**config.mk**
```make
export PLATFORM = sky130hd
export DESIGN_NAME = tx_frame_sequencer_flat
export DESIGN_NICKNAME = d
export VERILOG_FILES = /design/src/rtl/tx_frame_sequencer_if.sv /design/src/rtl/tx_frame_sequencer.sv /design/src/flat_wrapper.sv
export SDC_FILE = /design/constraint.sdc
export NUM_CORES = 1
export LEC_CHECK = 0
export ABC_AREA = 1
export BUFFER_PORTS_ARGS = -buffer_cell sky130_fd_sc_hd__buf_4
export CORE_UTILIZATION = 64
export DETAILED_ROUTE_END_ITERATION = 10
export MAX_ROUTING_LAYER = met4
export PLACE_DENSITY = 0.95
export SYNTH_ARGS = -nofsm -noshare
export SYNTH_HDL_FRONTEND = slang
export SYNTH_SLANG_ARGS = --single-unit
```
**constraint.sdc**
```tcl
create_clock -name i_clk -period 6.48 [get_ports i_clk]
set_input_delay 0.324 -clock i_clk [delete_from_list [all_inputs] [get_ports i_clk]]
set_output_delay 0.324 -clock i_clk [all_outputs]
set_load 0.01 [all_outputs]
```
**src/rtl/tx_frame_sequencer_if.sv**
```systemverilog
// Frame request, payload byte handshake and serial bit output bundle
// for the transmit framing controller.
interface tx_frame_sequencer_if #(
  parameter int unsigned LEN_WIDTH = 7
);
  logic                 i_start;
  logic [LEN_WIDTH-1:0] i_length;
  logic                 i_bit_en;
  logic [7:0]           i_byte;
  logic                 i_byte_valid;
  logic                 o_byte_req;
  logic                 o_bit_data;
  logic                 o_bit_valid;
  logic                 o_busy;
  logic                 o_done;
  logic                 o_underrun;

  // Controlling side: issues frame requests, supplies bytes and strobes.
  modport master (
    output i_start, i_length, i_bit_en, i_byte, i_byte_valid,
    input  o_byte_req, o_bit_data, o_bit_valid, o_busy, o_done, o_underrun
  );

  // Sequencer side.
  modport slave (
    input  i_start, i_length, i_bit_en, i_byte, i_byte_valid,
    output o_byte_req, o_bit_data, o_bit_valid, o_busy, o_done, o_underrun
  );
endinterface

```
**src/rtl/tx_frame_sequencer.sv**
```systemverilog
// IEEE 802.15.4 O-QPSK PPDU serializer: preamble, SFD, PHR and PSDU
// sent LSB-first, one bit per rate-generator slot. PSDU bytes are
// prefetched into a one-byte holding register over a valid/ready link.
module tx_frame_sequencer #(
  parameter int unsigned PREAMBLE_BYTES = 4,
  parameter logic [7:0]  SFD_VALUE      = 8'hA7,
  parameter int unsigned LEN_WIDTH      = 7
) (
  input logic              i_clk,
  input logic              i_rst_n,
  tx_frame_sequencer_if.slave bus
);

  localparam logic [LEN_WIDTH-1:0] LEN_ONE  = {{(LEN_WIDTH-1){1'b0}}, 1'b1};
  localparam logic [LEN_WIDTH-1:0] LEN_ZERO = {LEN_WIDTH{1'b0}};
  localparam logic [LEN_WIDTH-1:0] PRE_LAST = LEN_WIDTH'(PREAMBLE_BYTES - 1);
  localparam int unsigned          PHR_PAD  = 8 - LEN_WIDTH;

  typedef enum logic [2:0] {
    ST_IDLE     = 3'd0,
    ST_PREAMBLE = 3'd1,
    ST_SFD      = 3'd2,
    ST_PHR      = 3'd3,
    ST_PAYLOAD  = 3'd4
  } state_t;

  state_t               state_r;
  logic [7:0]           shift_r;
  logic [2:0]           bit_cnt_r;
  logic [LEN_WIDTH-1:0] byte_cnt_r;
  logic [LEN_WIDTH-1:0] len_r;
  logic [7:0]           hold_r;
  logic                 hold_full_r;
  logic [LEN_WIDTH-1:0] fetched_r;
  // Set at an octet boundary in PAYLOAD: the next slot must pull a new
  // octet from the holding register (or declare underrun).
  logic                 need_r;
  logic                 byte_req_r;
  logic                 bit_data_r;
  logic                 bit_valid_r;
  logic                 busy_r;
  logic                 done_r;
  logic                 underrun_r;

  logic                 xfer_s;
  logic                 load_s;
  logic                 hold_full_nxt_s;
  logic [LEN_WIDTH-1:0] fetched_nxt_s;
  logic                 req_nxt_s;
  logic [LEN_WIDTH-1:0] cnt_inc_s;

  // Holding-register bookkeeping; byte_req is derived from next-cycle occupancy so it never depends on i_byte_valid.
  always_comb begin
    xfer_s          = byte_req_r & bus.i_byte_valid;
    load_s          = (state_r == ST_PAYLOAD) & bus.i_bit_en & need_r & hold_full_r;
    hold_full_nxt_s = xfer_s | (hold_full_r & ~load_s);
    fetched_nxt_s   = fetched_r + (xfer_s ? LEN_ONE : LEN_ZERO);
    req_nxt_s       = ~hold_full_nxt_s & (fetched_nxt_s < len_r);
    cnt_inc_s       = byte_cnt_r + LEN_ONE;
  end

  // Frame sequencing FSM with prefetch and registered outputs.
  always_ff @(posedge i_clk or negedge i_rst_n) begin
    if (!i_rst_n) begin
      state_r     <= ST_IDLE;
      shift_r     <= 8'h00;
      bit_cnt_r   <= 3'd0;
      byte_cnt_r  <= LEN_ZERO;
      len_r       <= LEN_ZERO;
      hold_r      <= 8'h00;
      hold_full_r <= 1'b0;
      fetched_r   <= LEN_ZERO;
      need_r      <= 1'b0;
      byte_req_r  <= 1'b0;
      bit_data_r  <= 1'b0;
      bit_valid_r <= 1'b0;
      busy_r      <= 1'b0;
      done_r      <= 1'b0;
      underrun_r  <= 1'b0;
    end else begin
      bit_valid_r <= 1'b0;
      done_r      <= 1'b0;
      underrun_r  <= 1'b0;
      hold_full_r <= hold_full_nxt_s;
      fetched_r   <= fetched_nxt_s;
      byte_req_r  <= req_nxt_s;
      if (xfer_s) begin
        hold_r <= bus.i_byte;
      end else begin
        hold_r <= hold_r;
      end

      case (state_r)
        ST_IDLE: begin
          byte_req_r <= 1'b0;
          busy_r     <= 1'b0;
          // busy_r still high here means the done/underrun cycle; wait one more.
          if (bus.i_start && !busy_r) begin
            len_r       <= bus.i_length;
            shift_r     <= 8'h00;
            bit_cnt_r   <= 3'd0;
            byte_cnt_r  <= LEN_ZERO;
            fetched_r   <= LEN_ZERO;
            hold_full_r <= 1'b0;
            need_r      <= 1'b0;
            busy_r      <= 1'b1;
            byte_req_r  <= (bus.i_length != LEN_ZERO);
            state_r     <= ST_PREAMBLE;
          end else begin
            state_r <= ST_IDLE;
          end
        end

        ST_PREAMBLE, ST_SFD, ST_PHR: begin
          if (bus.i_bit_en) begin
            bit_data_r  <= shift_r[0];
            bit_valid_r <= 1'b1;
            shift_r     <= {1'b0, shift_r[7:1]};
            bit_cnt_r   <= bit_cnt_r + 3'd1;
            if (bit_cnt_r == 3'd7) begin
              if (state_r == ST_PREAMBLE) begin
                if (byte_cnt_r == PRE_LAST) begin
                  byte_cnt_r <= LEN_ZERO;
                  shift_r    <= SFD_VALUE;
                  state_r    <= ST_SFD;
                end else begin
                  byte_cnt_r <= cnt_inc_s;
                end
              end else if (state_r == ST_SFD) begin
                shift_r <= {{PHR_PAD{1'b0}}, len_r};
                state_r <= ST_PHR;
              end else if (len_r == LEN_ZERO) begin
                done_r     <= 1'b1;
                byte_req_r <= 1'b0;
                state_r    <= ST_IDLE;
              end else begin
                byte_cnt_r <= LEN_ZERO;
                need_r     <= 1'b1;
                state_r    <= ST_PAYLOAD;
              end
            end else begin
              state_r <= state_r;
            end
          end else begin
            state_r <= state_r;
          end
        end

        ST_PAYLOAD: begin
          if (bus.i_bit_en) begin
            if (need_r) begin
              if (hold_full_r) begin
                // First bit of a new octet comes straight from the holding register.
                bit_data_r  <= hold_r[0];
                bit_valid_r <= 1'b1;
                shift_r     <= {1'b0, hold_r[7:1]};
                bit_cnt_r   <= 3'd1;
                need_r      <= 1'b0;
              end else begin
                underrun_r <= 1'b1;
                byte_req_r <= 1'b0;
                need_r     <= 1'b0;
                state_r    <= ST_IDLE;
              end
            end else begin
              bit_data_r  <= shift_r[0];
              bit_valid_r <= 1'b1;
              shift_r     <= {1'b0, shift_r[7:1]};
              bit_cnt_r   <= bit_cnt_r + 3'd1;
              if (bit_cnt_r == 3'd7) begin
                if (cnt_inc_s == len_r) begin
                  done_r     <= 1'b1;
                  byte_req_r <= 1'b0;
                  state_r    <= ST_IDLE;
                end else begin
                  byte_cnt_r <= cnt_inc_s;
                  need_r     <= 1'b1;
                end
              end else begin
                state_r <= ST_PAYLOAD;
              end
            end
          end else begin
            state_r <= ST_PAYLOAD;
          end
        end

        default: begin
          byte_req_r <= 1'b0;
          busy_r     <= 1'b0;
          state_r    <= ST_IDLE;
        end
      endcase
    end
  end

  assign bus.o_byte_req  = byte_req_r;
  assign bus.o_bit_data  = bit_data_r;
  assign bus.o_bit_valid = bit_valid_r;
  assign bus.o_busy      = busy_r;
  assign bus.o_done      = done_r;
  assign bus.o_underrun  = underrun_r;

endmodule

```
**src/flat_wrapper.sv**
```systemverilog
// flat-port wrapper written by rule: the top's interface ports become plain ports
module tx_frame_sequencer_flat 
#(
  parameter int unsigned PREAMBLE_BYTES = 4,
  parameter logic [7:0]  SFD_VALUE      = 8'hA7,
  parameter int unsigned LEN_WIDTH      = 7
)
  (i_clk, i_rst_n, bus_i_start, bus_i_length, bus_i_bit_en, bus_i_byte, bus_i_byte_valid, bus_o_byte_req, bus_o_bit_data, bus_o_bit_valid, bus_o_busy, bus_o_done, bus_o_underrun);
  tx_frame_sequencer_if #(.LEN_WIDTH(LEN_WIDTH)) bus_i ();
  input logic i_clk;
  input logic i_rst_n;
  input wire logic [$bits(bus_i.i_start)-1:0] bus_i_start;
  input wire logic [$bits(bus_i.i_length)-1:0] bus_i_length;
  input wire logic [$bits(bus_i.i_bit_en)-1:0] bus_i_bit_en;
  input wire logic [$bits(bus_i.i_byte)-1:0] bus_i_byte;
  input wire logic [$bits(bus_i.i_byte_valid)-1:0] bus_i_byte_valid;
  output wire logic [$bits(bus_i.o_byte_req)-1:0] bus_o_byte_req;
  output wire logic [$bits(bus_i.o_bit_data)-1:0] bus_o_bit_data;
  output wire logic [$bits(bus_i.o_bit_valid)-1:0] bus_o_bit_valid;
  output wire logic [$bits(bus_i.o_busy)-1:0] bus_o_busy;
  output wire logic [$bits(bus_i.o_done)-1:0] bus_o_done;
  output wire logic [$bits(bus_i.o_underrun)-1:0] bus_o_underrun;
  assign bus_i.i_start = bus_i_start;
  assign bus_i.i_length = bus_i_length;
  assign bus_i.i_bit_en = bus_i_bit_en;
  assign bus_i.i_byte = bus_i_byte;
  assign bus_i.i_byte_valid = bus_i_byte_valid;
  assign bus_o_byte_req = bus_i.o_byte_req;
  assign bus_o_bit_data = bus_i.o_bit_data;
  assign bus_o_bit_valid = bus_i.o_bit_valid;
  assign bus_o_busy = bus_i.o_busy;
  assign bus_o_done = bus_i.o_done;
  assign bus_o_underrun = bus_i.o_underrun;
  tx_frame_sequencer #(.PREAMBLE_BYTES(PREAMBLE_BYTES), .SFD_VALUE(SFD_VALUE), .LEN_WIDTH(LEN_WIDTH)) u_core (.i_clk(i_clk), .i_rst_n(i_rst_n), .bus(bus_i));
endmodule
```
==> results of run 1 <==
==> per-stage QoR <==
step	instance area, µm²	cells
after floorplan	3039	408
after global placement	3247	477
after detailed placement	3247	477
after CTS	3338	485
after global routing	3338	485
final	3338	485
==> cell usage in the layout, fill, tap and decap left out, types with 3 or more instances in the layout <==
master and n:
sky130_fd_sc_hd__a21oi_1 12, sky130_fd_sc_hd__nand3_1 28, sky130_fd_sc_hd__nor3_1 6, sky130_fd_sc_hd__inv_2 7, sky130_fd_sc_hd__nor2_2 7, sky130_fd_sc_hd__o21ai_2 3
sky130_fd_sc_hd__buf_4 25, sky130_fd_sc_hd__nand2_1 139, sky130_fd_sc_hd__dfrtp_1 51, sky130_fd_sc_hd__o21ai_0 22, sky130_fd_sc_hd__ha_1 11, sky130_fd_sc_hd__nor2_1 24
sky130_fd_sc_hd__clkbuf_8 5, sky130_fd_sc_hd__nand4_1 5, sky130_fd_sc_hd__xor2_1 7, sky130_fd_sc_hd__o21ai_1 8, sky130_fd_sc_hd__o211ai_1 3, sky130_fd_sc_hd__nand2_2 4
sky130_fd_sc_hd__inv_1 42, sky130_fd_sc_hd__a22oi_1 3
==> layer usage <==
metal  part of all wire  routed length [µm]
met1               0.46                3168
met3              0.050                 340
met5                  0                   0
met2               0.46                3167
met4              0.024                 161
==> worst max path at each step <==
stage	endpoint	cells past startpoint	slack, ns	start
final	u_core.bus.o_byte_req$_DFF_PN0_	14	3.85	u_core.bus.o_byte_req$_DFF_PN0_
after global routing	u_core.bus.o_byte_req$_DFF_PN0_	14	3.61	u_core.bus.o_byte_req$_DFF_PN0_
after CTS	u_core.bus.o_byte_req$_DFF_PN0_	14	3.85	u_core.bus.o_byte_req$_DFF_PN0_
after detailed placement	u_core.bus.o_byte_req$_DFF_PN0_	15	3.82	bus_i_byte_valid
after global placement	u_core.bus.o_byte_req$_DFF_PN0_	15	3.97	bus_i_byte_valid
after floorplan	u_core.bus.o_byte_req$_DFF_PN0_	15	4.03	u_core.bus.o_byte_req$_DFF_PN0_
==> cell type report <==
class | instances | area [µm²]
multi-input cells | 300 | 1534
flip-flops and latches | 51 | 1276
fillers | 333 | 1106
repair buffers | 25 | 187.7
inverters | 49 | 183.9
clock buffers | 5 | 68.82
well taps | 52 | 65.06
clock inverters | 3 | 22.52
==> sequential cells by signal, indices dropped and copies added (netlist names) <==
| register | flops |
|---|---|
| u_core.bus.o_underrun | 1 |
| u_core.bus.o_done | 1 |
| u_core.hold_r | 8 |
| u_core.shift_r | 8 |
| u_core.bus.o_byte_req | 1 |
| u_core.bus.o_bit_valid | 1 |
| u_core.need_r | 1 |
| u_core.fetched_r | 7 |
| u_core.bit_cnt_r | 3 |
| u_core.len_r | 7 |
| u_core.hold_full_r | 1 |
| u_core.state_r | 3 |
| u_core.byte_cnt_r | 7 |
| u_core.bus.o_busy | 1 |
| u_core.bus.o_bit_data | 1 |
==> critical path, delay by kind of cell (launching register included) <==
family	cells	cell delay, ns
AND/OR/NAND/NOR	7	0.81
AO/OA/AOI/OAI	1	0.14
flip-flops	1	0.36
XOR/XNOR	1	0.18
adder cells (fa/ha/maj)	3	0.71
buffers and inverters	2	0.37
==> cell families (layout without fill, tap and decap cells) <==
kind of cell	count (synthesis)	after routing	synth area share
AND/OR/NAND/NOR	222	222	0.3240
flip-flops	51	51	0.4199
adder cells (fa/ha/maj)	11	11	0.04529
AO/OA/AOI/OAI	58	58	0.1095
XOR/XNOR	9	9	0.02594
buffers and inverters	57	82	0.07534
==> power by group through the flow <==
stage               Clock (µW)  Combinational (µW)  Sequential (µW)
floorplan                    0                 450              486
global route               206                 677              515
detailed placement           0                 587              505
finish                     189                 596              502
CTS                        192                 593              500
global placement             0                 564              500
==> flow_summary.json, run 1 <==
{
  "synthesis.yosys.warnings": 0,
  "count_of_flip_flops_with_a_built_in_enable_after_synthesis": 0,
  "first_pass_grt_wire_length_um": 11830,
  "final.hold.worst_slack_ns": 0.03037,
  "numClockSinks": 51,
  "switching_power_of_the_nets_uw": 594.7,
  "die_height_um": 70.91,
  "cts_tree": "yes",
  "post-dp-hpwl_um": 5083,
  "share_clk_of_total_power": 0.147,
  "end_kind": "flip-flop",
  "area_leader_netlist": "sky130_fd_sc_hd__dfrtp_1",
  "global_route.usage.met2": 0.4808,
  "number_of_storage_elements_in_the_synthesis_netlist": 51,
  "wl_per_cell_um": 14.10,
  "synthCells": 408,
  "seq_power_share": 0.390,
  "clock.fmax_mhz": 379.6,
  "post_cts_setup_buffers": 0,
  "setup_tns_ns": 0,
  "max_slew.worst_pin.slew_ns": 0.6339,
  "floorplan.die.width_um": 70.91,
  "worstSetupPathType": "flip-flop to flip-flop",
  "num_rows": 24,
  "syn_avg_cell_area_um2": 7.449,
  "fp.coreArea_um2": 4444,
  "p_leak_uw": 0.001791,
  "num_antenna_cells": 0,
  "most_repeated_cell_in_the_gate_level_netlist_after_synthesis": "sky130_fd_sc_hd__nand2_1",
  "switching_share": 0.4618,
  "critical_path.startpoint_type": "flip-flop",
  "critPathMaxStageDelay_ns": 0.36,
  "synth_top_cell_area_share": 0.4199,
  "pwr_density_cell_nw_per_um2": 385.8,
  "layout_worst_path_cycle_share": 0.4065,
  "ioPinCount": 26,
  "cts-htree-levels": 2,
  "floorplan.die_area_um2": 5028,
  "biggest_fanout_along_the_worst_timing_path": 11,
  "hold_viol": 0,
  "vias": 2723,
  "grt_pass1_vias": 2640,
  "clk-insertion-delay-late_ns": 0.31,
  "yosys.cell_types.count": 36,
  "vdd_ir_drop_max_mv": 0.2250,
  "ff2ff_setup_slack_ns": 3.85,
  "detailedPlace.worstSlack_ns": 3.824,
  "globalplace.congestion": 0.9433,
  "setup_viol": 0,
  "grt_util_met1": 0.4196,
  "drc_errors": 0,
  "arrival_time_at_the_worst_endpoint_ns": 2.88,
  "grt.busiest_layer": "met2",
  "total_iterations_of_the_first_detailed_routing_run": 8,
  "grt_setup_unrepaired": "false",
  "cell_area_after_technology_mapping_um2": 3039,
  "timing_max_transition_violations_final": 0,
  "slew-limit-headroom": 0.5774,
  "cts.hold.buffers_added": 0,
  "reg2regPathDepth": 14,
  "cts-resized-gates": 0,
  "grt_antenna_before_repair": 0,
  "startpoint_of_the_worst_slack_reg_to_reg_timing_path": "u_core.bus.o_byte_req$_DFF_PN0_",
  "most_frequently_used_flop_master_after_synthesis": "sky130_fd_sc_hd__dfrtp_1",
  "route.final.wire_length_um": 6838,
  "mappedNetlistNets": 439,
  "clk_pin_slew_worst_paths_ns": 0.09,
  "run_status": "complete, no violations",
  "synthArstFlopShare": 1.000,
  "maxCapViolations": 0,
  "design.final.nets": 463,
  "largest_net_degree_at_the_start_of_global_routing": 52,
  "r2r_end": "u_core.bus.o_byte_req$_DFF_PN0_",
  "final.setup_skew_ns": 0.008826,
  "globalRouteTotalUtil": 0.3141,
  "synth_top_cells_by_area": "sky130_fd_sc_hd__dfrtp_1 42%, sky130_fd_sc_hd__nand2_1 17%, sky130_fd_sc_hd__inv_1 5.2%",
  "dr_vias_cell": 5.614,
  "critPathMostFrequentCell": "sky130_fd_sc_hd__nand2_1",
  "drt_first_iter_violations": 240,
  "grt.met3_usage": 0.05840,
  "cts_max_path_buffers": 2,
  "internal_power_uw": 693.0,
  "postLayoutCoreUtil": 0.7511,
  "start_util": 0.6838,
  "synthToLayoutAreaGrowth_pct": 9.839,
  "slowest_stage": "sky130_fd_sc_hd__dfrtp_1",
  "fin_total_pwr_uw": 1288,
  "synth.yosys.seq_area_share": 0.4199,
  "hold_path_class": "input port to async pin",
  "cts_made_buffers": 5,
  "grt_overflow": 0,
  "clockRootBuffer": "sky130_fd_sc_hd__clkbuf_8",
  "final_worst_setup_slack_ns": 3.846,
  "power_frac_comb": 0.463,
  "path_cells": "nand2_1 > inv_1 > ha_1 > ha_1 > nand3_1 > nand3b_1 > xor2_1 > inv_1 > ha_1 > a21oi_1 > nand2_1 > nor2_1 > nand2_1 > nand2_1",
  "layout-drive-gt1-share": 0.1386,
  "min_period_ns": 2.634,
  "required_ns": 6.73,
  "netlist_top_cells_count": "139 x sky130_fd_sc_hd__nand2_1, 51 x sky130_fd_sc_hd__dfrtp_1, 42 x sky130_fd_sc_hd__inv_1",
  "antenna_left": 0,
  "port_buffers": 25
}
Power figures use the tool's default switching activity.
==> run 2: changes to the inputs <==
--- a/config.mk
+++ b/config.mk
@@ -7,10 +7,10 @@
 export LEC_CHECK = 0
 export ABC_AREA = 1
 export BUFFER_PORTS_ARGS = -buffer_cell sky130_fd_sc_hd__buf_4
-export CORE_UTILIZATION = 64
+export CORE_UTILIZATION = 60
 export DETAILED_ROUTE_END_ITERATION = 10
 export MAX_ROUTING_LAYER = met4
-export PLACE_DENSITY = 0.95
+export PLACE_DENSITY = 0.91
 export SYNTH_ARGS = -nofsm -noshare
 export SYNTH_HDL_FRONTEND = slang
 export SYNTH_SLANG_ARGS = --single-unit
==> constraint.sdc (replaced) <==
create_clock -name i_clk -period 2.5 [get_ports i_clk]
set_input_delay 0.125 -clock i_clk [delete_from_list [all_inputs] [get_ports i_clk]]
set_output_delay 0.125 -clock i_clk [all_outputs]
set_load 0.01 [all_outputs]
==> run 2 against run 1 <==
Compared with the run above:
- sequential share of layout area down 0.66 points
- design area grew 1.8%
- non-clock buffer count up 5
- hold slack got worse by 0.020 ns
- die area up 6.5%
- fmax grew 15%
==> flow_summary.json, run 2 (same netlist as run 1, synthesis figures left out) <==
{
  "critical_path.startpoint_type": "flip-flop",
  "layout_common_cells": "139 x sky130_fd_sc_hd__nand2_1, 51 x sky130_fd_sc_hd__dfrtp_1, 42 x sky130_fd_sc_hd__inv_1",
  "switching_share": 0.4572,
  "fin_area_um2": 3397,
  "post-dp-hpwl_um": 5159,
  "setup_tns_ns": 0,
  "ioPinCount": 26,
  "vias": 2794,
  "p_leak_uw": 0.001815,
  "design.final.nets": 468,
  "die_height_um": 73.17,
  "num_rows": 25,
  "grt_pass1_vias": 2566,
  "clk_pin_slew_worst_paths_ns": 0.10,
  "synthToLayoutAreaGrowth_pct": 11.77,
  "clk-insertion-delay-late_ns": 0.30,
  "wl_per_cell_um": 13.60,
  "grt.busiest_layer": "met2",
  "drt_first_iter_violations": 264,
  "grt_antenna_before_repair": 0,
  "port_buffers": 25,
  "arrival_time_at_the_worst_endpoint_ns": 2.54,
  "ff2ff_setup_slack_ns": 0.21,
  "fp.coreArea_um2": 4786,
  "floorplan.die_area_um2": 5354,
  "switching_power_of_the_nets_uw": 1537,
  "r2r_end": "u_core.bus.o_byte_req$_DFF_PN0_",
  "final_cell_count_no_fill": 505,
  "numClockSinks": 51,
  "min_period_ns": 2.287,
  "layout_worst_path_cycle_share": 0.9147,
  "cts_max_path_buffers": 2,
  "drc_errors": 0,
  "end_kind": "flip-flop",
  "clockRootBuffer": "sky130_fd_sc_hd__clkbuf_8",
  "grt_overflow": 0,
  "largestRegisters": "u_core.hold_r: 8 flops, u_core.shift_r: 8 flops",
  "fillerInstances": 392,
  "pwr_density_cell_nw_per_um2": 989.3,
  "reg2regPathDepth": 14,
  "layout-drive-gt1-share": 0.1461,
  "largest_net_degree_at_the_start_of_global_routing": 52,
  "mostFrequentLayoutCell": "sky130_fd_sc_hd__nand2_1",
  "multi_input_comb_area_um2": 1534,
  "globalRouteTotalUtil": 0.2959,
  "power_frac_comb": 0.469,
  "detailed_place.area_um2": 3296,
  "clock.fmax_mhz": 437.3,
  "antenna_left": 0,
  "num_antenna_cells": 0,
  "hold_path_class": "input port to flip-flop",
  "seq_power_share": 0.386,
  "placed_cells_incl_taps": 496,
  "run_status": "complete, no violations",
  "share_clk_of_total_power": 0.145,
  "worstSetupPathType": "flip-flop to flip-flop",
  "max_slew.worst_pin.slew_ns": 0.6279,
  "cts-resized-gates": 0,
  "biggest_fanout_along_the_worst_timing_path": 2,
  "cts_made_buffers": 5,
  "grt_util_met1": 0.3955,
  "global_route.usage.met2": 0.4547,
  "min_delay_worst_endpoint": "u_core.hold_r[2]$_DFFE_PN0N_",
  "required_ns": 2.75,
  "vdd_ir_drop_max_mv": 0.5732,
  "cts_tree": "yes",
  "hold_viol": 0,
  "dr_vias_cell": 5.533,
  "cts-htree-levels": 2,
  "startpoint_of_the_worst_slack_reg_to_reg_timing_path": "u_core.bus.o_byte_req$_DFF_PN0_",
  "setup_viol": 0,
  "slew-limit-headroom": 0.5814,
  "worstHoldPathCells": 3,
  "grt_setup_unrepaired": "false",
  "grt.met3_usage": 0.04420,
  "total_iterations_of_the_first_detailed_routing_run": 5,
  "route.final.wire_length_um": 6870,
  "final.setup_skew_ns": 0.007045,
  "globalplace.congestion": 1.024,
  "maxCapViolations": 0,
  "hold_start": "bus_i_byte[2]",
  "first_pass_grt_wire_length_um": 11720,
  "sequential_cell_area_um2": 1276,
  "timing_max_transition_violations_final": 0,
  "start_util": 0.6350,
  "internal_power_uw": 1824,
  "floorplan.die.width_um": 73.17
}
## run 2: cell types whose count changed in the layout (fill, tap and decap cells not counted)
cell,before,now
sky130_fd_sc_hd__dlygate4sd3_1,0,1
sky130_fd_sc_hd__buf_4,25,29
## run 2: area by class of cell
class,instances,area share
multi-input cells,300,0.4516
clock inverters,3,0.006630
flip-flops and latches,51,0.3757
inverters,49,0.05414
well taps,67,0.02468
clock buffers,5,0.02026
repair buffers,30,0.06703
## run 2: critical path, cell delays in order, from the launching register on
cell                      delay, ns
sky130_fd_sc_hd__dfrtp_1       0.41
sky130_fd_sc_hd__nand2_1       0.09
sky130_fd_sc_hd__inv_1         0.06
sky130_fd_sc_hd__ha_1          0.20
sky130_fd_sc_hd__ha_1          0.21
sky130_fd_sc_hd__xor2_1        0.21
sky130_fd_sc_hd__ha_1          0.29
sky130_fd_sc_hd__a21oi_1       0.15
sky130_fd_sc_hd__nand2_1       0.08
sky130_fd_sc_hd__a21o_1        0.16
sky130_fd_sc_hd__a21oi_1       0.14
sky130_fd_sc_hd__nor2_1        0.06
sky130_fd_sc_hd__nor2_1        0.09
sky130_fd_sc_hd__nand2_1       0.06
sky130_fd_sc_hd__nand2_1       0.06
## run 2: stage by stage
stage          setup WS [ns]  hold slack, ns  total power (µW)    util
4_1_cts               0.2178        0.001852              3351  0.7098
5_1_grt              0.07429        0.001594              3632  0.7098
3_3_place_gp          0.4071          0.1798              2786  0.6886
6_report              0.2131         0.01026              3361  0.7098
2_1_floorplan        0.05221         -0.1706              2428       -
3_5_place_dp          0.2514          0.1813              2857  0.6886
## run 2: power groups by stage
| stage | Combinational [µW] | Sequential, µW | Clock, µW |
|---|---|---|---|
| floorplan | 1170 | 1260 | 0 |
| detailed placement | 1550 | 1310 | 0 |
| finish | 1580 | 1300 | 488 |
| global placement | 1490 | 1290 | 0 |
| CTS | 1560 | 1290 | 498 |
| global route | 1790 | 1320 | 518 |
## run 2: repair_timing
item	in CTS	in global routing
hold buffers	1	0
buffers inserted	0	0
setup endpoints to repair	0	0
hold endpoints to repair	51	0
## run 2: per-layer routing
layer / wire length (µm) / up-vias
met3: 371 / 13
met1: 3144 / 1297
met2: 3234 / 119
met5: 0 / -
li1: - / 1365
met4: 120 / 0
## run 2: worst max-delay path by stage
stage	cells past startpoint	end	start
2_1_floorplan	15	u_core.bus.o_byte_req$_DFF_PN0_	u_core.bus.o_byte_req$_DFF_PN0_
3_3_place_gp	14	u_core.bus.o_byte_req$_DFF_PN0_	u_core.bus.o_byte_req$_DFF_PN0_
3_5_place_dp	14	u_core.bus.o_byte_req$_DFF_PN0_	u_core.bus.o_byte_req$_DFF_PN0_
4_1_cts	14	u_core.bus.o_byte_req$_DFF_PN0_	u_core.bus.o_byte_req$_DFF_PN0_
5_1_grt	14	u_core.bus.o_byte_req$_DFF_PN0_	u_core.bus.o_byte_req$_DFF_PN0_
6_report	14	u_core.bus.o_byte_req$_DFF_PN0_	u_core.bus.o_byte_req$_DFF_PN0_
==> run 3: changes to the inputs <==
--- a/config.mk
+++ b/config.mk
@@ -5,7 +5,6 @@
 export SDC_FILE = /design/constraint.sdc
 export NUM_CORES = 1
 export LEC_CHECK = 0
-export ABC_AREA = 1
 export BUFFER_PORTS_ARGS = -buffer_cell sky130_fd_sc_hd__buf_4
 export CORE_UTILIZATION = 60
 export DETAILED_ROUTE_END_ITERATION = 10
==> run 3 against run 2 <==
Compared with the run above:
- via count is 8.7% lower
- utilization is 0.85 points lower
- non-clock buffer count is 3 higher
- area after synthesis is 0.16% higher
- clock skew hardly changed
- critical endpoint is now u_core.byte_cnt_r[4]$_DFFE_PN0P_
- highest routed layer unchanged
- die area is 0.16% higher
- flip-flop and latch count stayed put
- critical path type unchanged
- sequential share of layout area is 0.21 points higher
==> flow_summary.json, run 3 <==
{
  "post-dp-hpwl_um": 5076,
  "required_ns": 2.72,
  "vias": 2552,
  "count_of_flip_flops_with_a_built_in_enable_after_synthesis": 0,
  "die_height_um": 73.23,
  "grt_setup_unrepaired": "false",
  "cell_area_after_technology_mapping_um2": 3044,
  "fillerInstances": 395,
  "max_slew.worst_pin.slew_ns": 0.6254,
  "globalplace.congestion": 1.027,
  "synthCells": 313,
  "clock.fmax_mhz": 435.4,
  "synthesis.yosys.warnings": 0,
  "setup_tns_ns": 0,
  "design.final.nets": 370,
  "most_frequently_used_flop_master_after_synthesis": "sky130_fd_sc_hd__dfrtp_1",
  "antenna_left": 0,
  "netlist_top_cells_count": "51 x sky130_fd_sc_hd__dfrtp_1, 31 x sky130_fd_sc_hd__nand2_1, 26 x sky130_fd_sc_hd__o21ai_0",
  "port_buffers": 25,
  "globalRouteTotalUtil": 0.2925,
  "biggest_fanout_along_the_worst_timing_path": 9,
  "layout_worst_path_cycle_share": 0.9187,
  "total_iterations_of_the_first_detailed_routing_run": 5,
  "setup_viol": 0,
  "critical_path.top_delay_family": "simple AND/OR/NAND/NOR gates",
  "first_pass_grt_wire_length_um": 11410,
  "p_leak_uw": 0.001520,
  "drc_errors": 0,
  "critPathMostFrequentCell": "sky130_fd_sc_hd__o21ai_0",
  "numClockSinks": 51,
  "fp.coreArea_um2": 4817,
  "start_util": 0.6319,
  "num_rows": 25,
  "arrival_time_at_the_worst_endpoint_ns": 2.51,
  "min_period_ns": 2.297,
  "grt_pass1_vias": 2436,
  "most_repeated_cell_in_the_gate_level_netlist_after_synthesis": "sky130_fd_sc_hd__dfrtp_1",
  "ioPinCount": 26,
  "slowest_stage": "sky130_fd_sc_hd__or3_4",
  "cts_made_buffers": 5,
  "synth_top_cells_by_area": "sky130_fd_sc_hd__dfrtp_1 42%, sky130_fd_sc_hd__ha_1 4.5%, sky130_fd_sc_hd__o21ai_0 4.3%",
  "mappedNetlistNets": 344,
  "mostFrequentLayoutCell": "sky130_fd_sc_hd__dfrtp_1",
  "area_leader_netlist": "sky130_fd_sc_hd__dfrtp_1",
  "timing_max_transition_violations_final": 0,
  "sequential_cell_area_um2": 1276,
  "hold_viol": 0,
  "layout_common_cells": "51 x sky130_fd_sc_hd__dfrtp_1, 32 x sky130_fd_sc_hd__buf_4, 31 x sky130_fd_sc_hd__nand2_1",
  "cts_max_path_buffers": 2,
  "floorplan.die_area_um2": 5363,
  "critical_path.startpoint_type": "flip-flop",
  "wl_per_cell_um": 17.09,
  "multi_input_comb_area_um2": 1623,
  "run_status": "complete, no violations",
  "synthToLayoutAreaGrowth_pct": 10.97,
  "syn_avg_cell_area_um2": 9.726,
  "clockRootBuffer": "sky130_fd_sc_hd__clkbuf_8",
  "dr_vias_cell": 6.270,
  "number_of_storage_elements_in_the_synthesis_netlist": 51,
  "slew-limit-headroom": 0.5830,
  "grt_antenna_before_repair": 0,
  "floorplan.die.width_um": 73.23,
  "post_cts_setup_buffers": 0,
  "cts-htree-levels": 2,
  "maxCapViolations": 0,
  "vdd_ir_drop_max_mv": 0.5630,
  "clk-insertion-delay-late_ns": 0.31,
  "final.hold.worst_slack_ns": 0.03629,
  "route.final.wire_length_um": 6957,
  "critPathBufInv": 0,
  "num_antenna_cells": 0,
  "ff2ff_setup_slack_ns": 0.20,
  "path_cells": "ha_1 > ha_2 > nor2b_1 > o21ai_0 > o21ai_0 > nand3_2 > or3_4 > o31ai_2",
  "end_kind": "flip-flop",
  "hold_path_class": "input port to flip-flop",
  "synth.yosys.seq_area_share": 0.4192,
  "grt_overflow": 0,
  "synthArstFlopShare": 1.000,
  "synth_top_cell_area_share": 0.4192,
  "cts_tree": "yes",
  "pwr_density_cell_nw_per_um2": 1026,
  "clk_pin_slew_worst_paths_ns": 0.09,
  "yosys.cell_types.count": 61,
  "worstSetupPathType": "flip-flop to flip-flop",
  "layout-drive-gt1-share": 0.1853,
  "drt_first_iter_violations": 366,
  "critPathMaxStageDelay_ns": 0.49,
  "largest_net_degree_at_the_start_of_global_routing": 52,
  "final.setup_skew_ns": 0.007450,
  "largestRegisters": "u_core.hold_r: 8 flops, u_core.shift_r: 8 flops"
}
[run 3: kinds of logic (layout without fill, tap and decap cells)]
kind of cell,Yosys count,after routing,synth area share
simple gates,103,103,0.1841
compound gates,93,93,0.2154
flops,51,51,0.4192
buf+inv,30,57,0.05014
mux,13,13,0.04645
xor+xnor,12,12,0.03946
fa+ha+maj,11,11,0.04521
[run 3: final timing paths]
check / start / to / cells after the start
worst max-delay path: u_core.bit_cnt_r[0]$_DFFE_PN0P_ / u_core.byte_cnt_r[4]$_DFFE_PN0P_ / 8
worst min-delay path: bus_i_length[6] / u_core.len_r[6]$_DFFE_PN0P_ / 3
worst max register to register: u_core.bit_cnt_r[0]$_DFFE_PN0P_ / u_core.byte_cnt_r[4]$_DFFE_PN0P_ / 8
worst min register to register: u_core.shift_r[0]$_DFFE_PN0P_ / u_core.shift_r[0]$_DFFE_PN0P_ / 2
max in group asynchronous: i_rst_n / u_core.fetched_r[5]$_DFF_PN0_ / 2
min in group asynchronous: i_rst_n / u_core.state_r[0]$_DFFE_PN0P_ / 2
[run 3: repair_timing]
item                                    CTS  global route
endpoints found under the setup margin    0             6
hold buffers                              1             0
resized for setup                         0             2
hold endpoints to repair                 51             0
[run 3: worst reg2reg max path, cell delays in order, from the launching register on]
cell,delay (ns)
sky130_fd_sc_hd__dfrtp_1,0.40
sky130_fd_sc_hd__ha_1,0.18
sky130_fd_sc_hd__ha_2,0.25
sky130_fd_sc_hd__nor2b_1,0.19
sky130_fd_sc_hd__o21ai_0,0.10
sky130_fd_sc_hd__o21ai_0,0.20
sky130_fd_sc_hd__nand3_2,0.20
sky130_fd_sc_hd__or3_4,0.49
sky130_fd_sc_hd__o31ai_2,0.20
[run 3: report_power, final]
part / internal [µW] / leakage [µW] / switching (µW)
logic: 682 / 0.000813 / 894
registers: 1080 / 0.000665 / 336
clock network: 196 / 0.0000412 / 273
total: 1960 / 0.00152 / 1500
[run 3: metrics by stage]
step | instances | utilization | instance area [µm²] | total power, µW | setup WS (ns)
6_report | 407 | 0.7013 | 3378 | 3466 | 0.2031
3_5_place_dp | 398 | 0.6800 | 3276 | 2949 | 0.1705
4_1_cts | 407 | 0.6997 | 3371 | 3429 | 0.1083
3_3_place_gp | 398 | 0.6800 | 3276 | 2868 | 0.3071
2_1_floorplan | 313 | - | 3044 | 2486 | 0.1869
5_1_grt | 407 | 0.7013 | 3378 | 3686 | 0.03764
[run 3: area by class of cell]
class | instances | share of cell area
Multi-Input combinational cell | 232 | 0.4804
Sequential cell | 51 | 0.3778
Timing Repair Buffer | 33 | 0.07407
Tap cell | 67 | 0.02481
Clock buffer | 6 | 0.02148
Inverter | 16 | 0.01778
Clock inverter | 2 | 0.003704
[run 3: routing by layer]
layer  GRT usage  wire, µm
met4     0.09368       109
met1      0.3792      3104
met3     0.05249       394
met2      0.4660      3349
met5           -         0
